### config.mk
export PLATFORM = sky130hd
export DESIGN_NAME = rf_wb_arbiter
export DESIGN_NICKNAME = d
export VERILOG_FILES = /design/src/rtl/rf_pkg.sv /design/src/rtl/rf_scoreboard.sv /design/src/rtl/rf_wb_arbiter.sv
export SDC_FILE = /design/constraint.sdc
export NUM_CORES = 1
export LEC_CHECK = 0
export CAP_MARGIN = 40
export CORE_MARGIN = 4
export CORE_UTILIZATION = 35
export CTS_BUF_LIST = sky130_fd_sc_hd__clkbuf_8
export DETAILED_ROUTE_END_ITERATION = 16
export GPL_ROUTABILITY_DRIVEN = 0
export MAX_ROUTING_LAYER = met4
export PLACE_DENSITY = 0.83
export SLEW_MARGIN = 15
export SYNTH_ARGS = -nofsm -noshare
export SYNTH_HDL_FRONTEND = slang
export SYNTH_SLANG_ARGS = --single-unit
### constraint.sdc
create_clock -name clk -period 1.35 [get_ports clk]
set_input_delay 0.2025 -clock clk [delete_from_list [all_inputs] [get_ports clk]]
set_output_delay 0.2025 -clock clk [all_outputs]
set_load 0.02 [all_outputs]
### src/rtl/rf_pkg.sv
// rf_pkg: shared widths, writeback port ids and the x0 address for the register-file writeback arbiter
package rf_pkg;
  localparam int DATA_WIDTH = 32;
  localparam int ADDRESS_WIDTH = 5;
  localparam int NUM_REGS = 32;
  localparam int X0_ADDR = 0;
  typedef enum logic {WB_ALU = 1'b0, WB_LSU = 1'b1} wb_port_e;
endpackage

### src/rtl/rf_scoreboard.sv
// rf_scoreboard: pending-write bit vector with set-over-clear priority and RAW hazard lookup
module rf_scoreboard
  import rf_pkg::*;
#(
  parameter int ADDRESS_WIDTH = rf_pkg::ADDRESS_WIDTH,
  parameter int NUM_REGS = rf_pkg::NUM_REGS
) (
  input  logic                     clk,
  input  logic                     rst,
  input  logic                     set_en,
  input  logic [ADDRESS_WIDTH-1:0] set_dest,
  input  logic                     clr_en,
  input  logic [ADDRESS_WIDTH-1:0] clr_dest,
  input  logic [ADDRESS_WIDTH-1:0] chk_rs1,
  input  logic [ADDRESS_WIDTH-1:0] chk_rs2,
  output logic [NUM_REGS-1:0]      busy,
  output logic                     hazard
);
  localparam logic [ADDRESS_WIDTH-1:0] X0 = ADDRESS_WIDTH'(X0_ADDR);
  logic [NUM_REGS-1:0] set_mask, clr_mask;
  // x0 never enters either mask, so busy[0] can never be set
  always_comb begin
    set_mask = NUM_REGS'(set_en && set_dest != X0) << set_dest;
    clr_mask = NUM_REGS'(clr_en && clr_dest != X0) << clr_dest;
  end
  always_ff @(posedge clk or posedge rst)
    if (rst) busy <= '0;
    else busy <= (busy & ~clr_mask) | set_mask;
  assign hazard = busy[chk_rs1] | busy[chk_rs2];
endmodule

### src/rtl/rf_wb_arbiter.sv
// rf_wb_arbiter: round-robin share of the register-file write port between ALU and LSU writeback
// Scoreboard built only when RF_WB_SCOREBOARD_EN is defined; otherwise sb_busy/hazard are tied to 0.
module rf_wb_arbiter
  import rf_pkg::*;
#(
  parameter int DATA_WIDTH = rf_pkg::DATA_WIDTH,
  parameter int ADDRESS_WIDTH = rf_pkg::ADDRESS_WIDTH,
  parameter int NUM_REGS = rf_pkg::NUM_REGS
) (
  input  logic                     clk,
  input  logic                     rst,
  input  logic                     wb0_valid,
  input  logic [ADDRESS_WIDTH-1:0] wb0_dest,
  input  logic [DATA_WIDTH-1:0]    wb0_data,
  output logic                     wb0_ready,
  input  logic                     wb1_valid,
  input  logic [ADDRESS_WIDTH-1:0] wb1_dest,
  input  logic [DATA_WIDTH-1:0]    wb1_data,
  output logic                     wb1_ready,
  output logic                     rg_wrt_en,
  output logic [ADDRESS_WIDTH-1:0] rg_wrt_dest,
  output logic [DATA_WIDTH-1:0]    rg_wrt_data,
  input  logic                     sb_set_en,
  input  logic [ADDRESS_WIDTH-1:0] sb_set_dest,
  input  logic [ADDRESS_WIDTH-1:0] chk_rs1,
  input  logic [ADDRESS_WIDTH-1:0] chk_rs2,
  output logic                     hazard,
  output logic [NUM_REGS-1:0]      sb_busy
);
  localparam logic [ADDRESS_WIDTH-1:0] X0 = ADDRESS_WIDTH'(X0_ADDR);
  wb_port_e last_grant;
  logic grant_any;
  logic [ADDRESS_WIDTH-1:0] win_dest;
  logic [DATA_WIDTH-1:0] win_data;
  // ALU wins unless LSU is also requesting and the ALU took the previous grant
  always_comb begin
    wb0_ready = wb0_valid && (!wb1_valid || last_grant == WB_LSU);
    wb1_ready = wb1_valid && !wb0_ready;
    grant_any = wb0_ready || wb1_ready;
    win_dest = wb0_ready ? wb0_dest : wb1_dest;
    win_data = wb0_ready ? wb0_data : wb1_data;
  end
  always_ff @(posedge clk or posedge rst)
    if (rst) begin
      last_grant <= WB_LSU;
      rg_wrt_en <= 1'b0;
      rg_wrt_dest <= '0;
      rg_wrt_data <= '0;
    end else begin
      rg_wrt_en <= grant_any && win_dest != X0;
      if (grant_any) begin
        last_grant <= wb0_ready ? WB_ALU : WB_LSU;
        rg_wrt_dest <= win_dest;
        rg_wrt_data <= win_data;
      end
    end
`ifdef RF_WB_SCOREBOARD_EN
  rf_scoreboard #(.ADDRESS_WIDTH(ADDRESS_WIDTH), .NUM_REGS(NUM_REGS)) u_sb (
    .clk(clk),
    .rst(rst),
    .set_en(sb_set_en),
    .set_dest(sb_set_dest),
    .clr_en(grant_any),
    .clr_dest(win_dest),
    .chk_rs1(chk_rs1),
    .chk_rs2(chk_rs2),
    .busy(sb_busy),
    .hazard(hazard)
  );
`else
  logic unused_sb;
  assign unused_sb = ^{sb_set_en, sb_set_dest, chk_rs1, chk_rs2};
  assign sb_busy = '0;
  assign hazard = 1'b0;
`endif
endmodule

==> results by stage <==
Power:
- The static leakage is 1.60 nW.
- VDD sags by at most 0.460 mV.
- For this design the ratio of total power to cell area is 985 nW/µm².
- The overall power of the completed layout is 3.49 mW.

Layout:
- From synthesis to final layout, the design area changed by 59.3%.
- The multi-input combinational cells in the finished layout cover a total of 1060 µm².
- The library cells used most frequently in the layout, excluding fill and tap cells, are clkdlybuf4s50_1 (76), mux2_2 (61), dlygate4sd2_1 (38), dfrtp_1 (38), conb_1 (33).
- The net total in the final layout is 407.
- The count of inserted antenna diode cells is 0.
- The library cell used most frequently in the layout, excluding fill and tap cells, is clkdlybuf4s50_1.
- The final design area excluding fillers is 3550 µm².
- The register area is 977 µm².
- The share of cells above drive strength 1 is 32.8%.
- Counting the fill cells in the layout gives 544.

STA:
- The worst hold margin is 255 ps.
- The post-route clock skew is 1.55 ps.
- Subtracting the final worst setup slack from the clock period gives 1370 ps.
- The final critical path takes up 101% of the cycle.
- Setup violations remaining at the end of the flow were counted as 1.
- The final sum of negative setup slack is -16.2 ps.
- After layout, the worst setup slack is -16.2 ps.
- The number of endpoints with negative hold slack in the final report was 0.
- The total count of max-transition violations in the final report was 0.
- The achievable frequency is 732 MHz.
- Setup repair after global routing could not meet its margin everywhere.

CTS:
- The buffer cell driving the clock tree root is clkbuf_8.
- The number of buffers created by CTS is 5.
- The clock passes through at most 2 buffers.
- The TritonCTS clock tree is yes.
- The clock insertion delay at the later pin of the skew report is 280 ps.
- The clock slew at the register clock pins of the worst setup and hold paths is 80 ps.
- The buffers inserted during post-CTS setup optimization is 0.
- The H-tree was split into 2 levels.
- The number of sinks driven by the clock tree is 39.

Drt:
- The detailed-route wire length per cell is 14.1 µm.
- The remaining routing DRC violations is 0.
- The detailed router finished its first iteration with 23 violations.
- The routed design has 5470 µm of wire.
- The number of detailed-route iterations in the first pass is 2.
- The detailed-route vias per instance is 4.46.
- The number of nets still failing antenna checks after routing is 0.
- The routed layout has 1,735 vias.

Floorplan:
- The number of top-level pins is 167.
- The height of the die is 87.8 µm.
- From left edge to right edge, the die measures 87.8 µm.
- After floorplanning, the core was sized to cover 6060 µm².
- For this configuration, the core starts out at a cell density of 36.7%.
- The die area is 7700 µm².
- The number of rows created at floorplan is 28.

Global route:
- The initial antenna violation count is 0.
- The first global-routing pass estimated 8380 µm of wire.
- Entering global routing, the biggest net connects 23 pins.
- The global route total overflow is 0.
- Global routing consumed, over all layers together, 14.4% of the routing resources.
- The number of global-route vias before repair is 1,798.

Synth:
- For this run, the number of Yosys warnings is 0.
- The synthesized cell area is 2230 µm².
- Sequential elements use 43.9% of the synthesized area.
- After synthesis, the netlist uses 18 different library cells.
- In the synthesized netlist, the number of instances is 178.
- The flip-flop and latch count after synthesis is 39.
- The average instance in the mapped netlist occupies 12.5 µm².

Placement:
- In this run the cell area measured after placement is 3470 µm².
- The count of buffers added on input and output ports is 117.
- The post-detailed-placement half-perimeter wirelength is 4480 µm.

Setup path:
- The type of the worst setup path is reg -> out.
- STA classifies the critical path endpoint as an output port.
- The family of cells with the greatest summed delay on the critical path is flip-flops.
- The path length in cells of the critical path is 3.
- The kind of start point of the critical path is a flip-flop.
- The worst endpoint required time is 1150 ps.
- Along the worst path, the maximum fanout reaches 3.
- The endpoint of the most critical register-to-register path is rg_wrt_data[11].
- The path depth of the worst reg2reg path is 4.
- The source of the worst register-to-register timing path is last_grant.
- At the worst endpoint, the arrival time is 1160 ps.
- The delay of the slowest cell on the worst path is 580 ps.
- The slowest stage of the critical path is the dfstp_2 cell.
- The worst setup slack for register-to-register paths is 30 ps.
- The signal on the critical path passes through a21bo_2 > inv_2 > buf_6.
- The buffer and inverter count on the worst path is 2.
- The origin of the worst setup path is last_grant.

Job:
- The number of max-cap violations is 0.

Status:
- The run finished, with violations left.
- The checks that failed: negative setup slack.

Hold path:
- The tightest min-delay check is of the in -> async type.
-- flip-flops by register name (all words and copies together) (netlist names) --
signal       cells
rg_wrt_dest      5
last_grant       1
rg_wrt_data     32
rg_wrt_en        1
-- cells by family (layout without fill, tap and decap cells) --
family                 count (synthesis)  after routing  synth area share [%]
flip-flops                            39             39                  43.9
AND/OR/NAND/NOR                       15             15                  2.86
buffers and inverters                 45            149                  14.5
multiplexers                          69             69                  35.4
other                                  1             33                 0.168
AO/OA/AOI/OAI                          9              9                  3.20
-- synth_stat cells, drive strengths merged --
| library cell | instances | share of area [%] |
|---|---|---|
| dfrtp | 38 | 43 |
| conb | 1 | 0.17 |
| o21ai | 1 | 0.73 |
| a21bo | 1 | 0.45 |
| nor2 | 12 | 2.0 |
| nand2 | 1 | 0.17 |
| dfstp | 1 | 1.2 |
| o21a | 1 | 0.34 |
| or4 | 2 | 0.67 |
| buf | 41 | 14 |
| o22ai | 6 | 1.7 |
| mux2 | 69 | 35 |
| inv | 4 | 0.67 |
-- where the power goes --
| group | internal (mW) | switching, mW | total (mW) |
|---|---|---|---|
| logic | 0.668 | 0.572 | 1.24 |
| clock network | 0.459 | 0.398 | 0.857 |
| registers | 1.33 | 0.0719 | 1.40 |
| total | 2.45 | 1.04 | 3.49 |
-- stage by stage --
stage / utilization (%) / worst slack (ps) / cells
floorplan: - / 123 / 210
global placement: 57.3 / -332 / 381
detailed placement: 57.3 / -342 / 381
CTS: 58.3 / -47.8 / 389
global route: 58.5 / -56.4 / 389
finish: 58.5 / -16.2 / 389
-- repair_timing --
item / in CTS / in global routing
resized for setup: 51 / 5
setup endpoints to repair: 45 / 2
pin swaps: 0 / 1
hold buffers: 0 / 0
-- per-layer routing --
layer  vias up  track usage (%)  part of all wire [%]
li1        821                -                     -
met1       828             15.6                    37
met2        80             25.8                    53
met3         6             4.70                   9.2
met4         0             2.93                  0.79
met5         -                -                     0
-- worst reg2reg max path: stages, from the launching register on --
cell	delay (ps)
dfstp_2	580
o21ai_4	60
buf_6	120
buf_12	150
mux2_4	300
-- cell type report --
| class | instances | share of cell area [%] |
|---|---|---|
| clock buffers | 7 | 2.72 |
| clock inverters | 1 | 0.106 |
| inverters | 4 | 0.423 |
| multi-input cells | 126 | 29.9 |
| flip-flops and latches | 39 | 27.5 |
| well taps | 75 | 2.64 |
| repair buffers | 137 | 36.6 |
-- worst max path at each step --
stage,to,slack [ps]
2_1_floorplan,rg_wrt_data[10],120
3_3_place_gp,wb0_ready,-330
3_5_place_dp,wb0_ready,-340
4_1_cts,wb1_ready,-50
5_1_grt,wb1_ready,-60
6_report,wb1_ready,-20
Power figures use the tool's default switching activity.
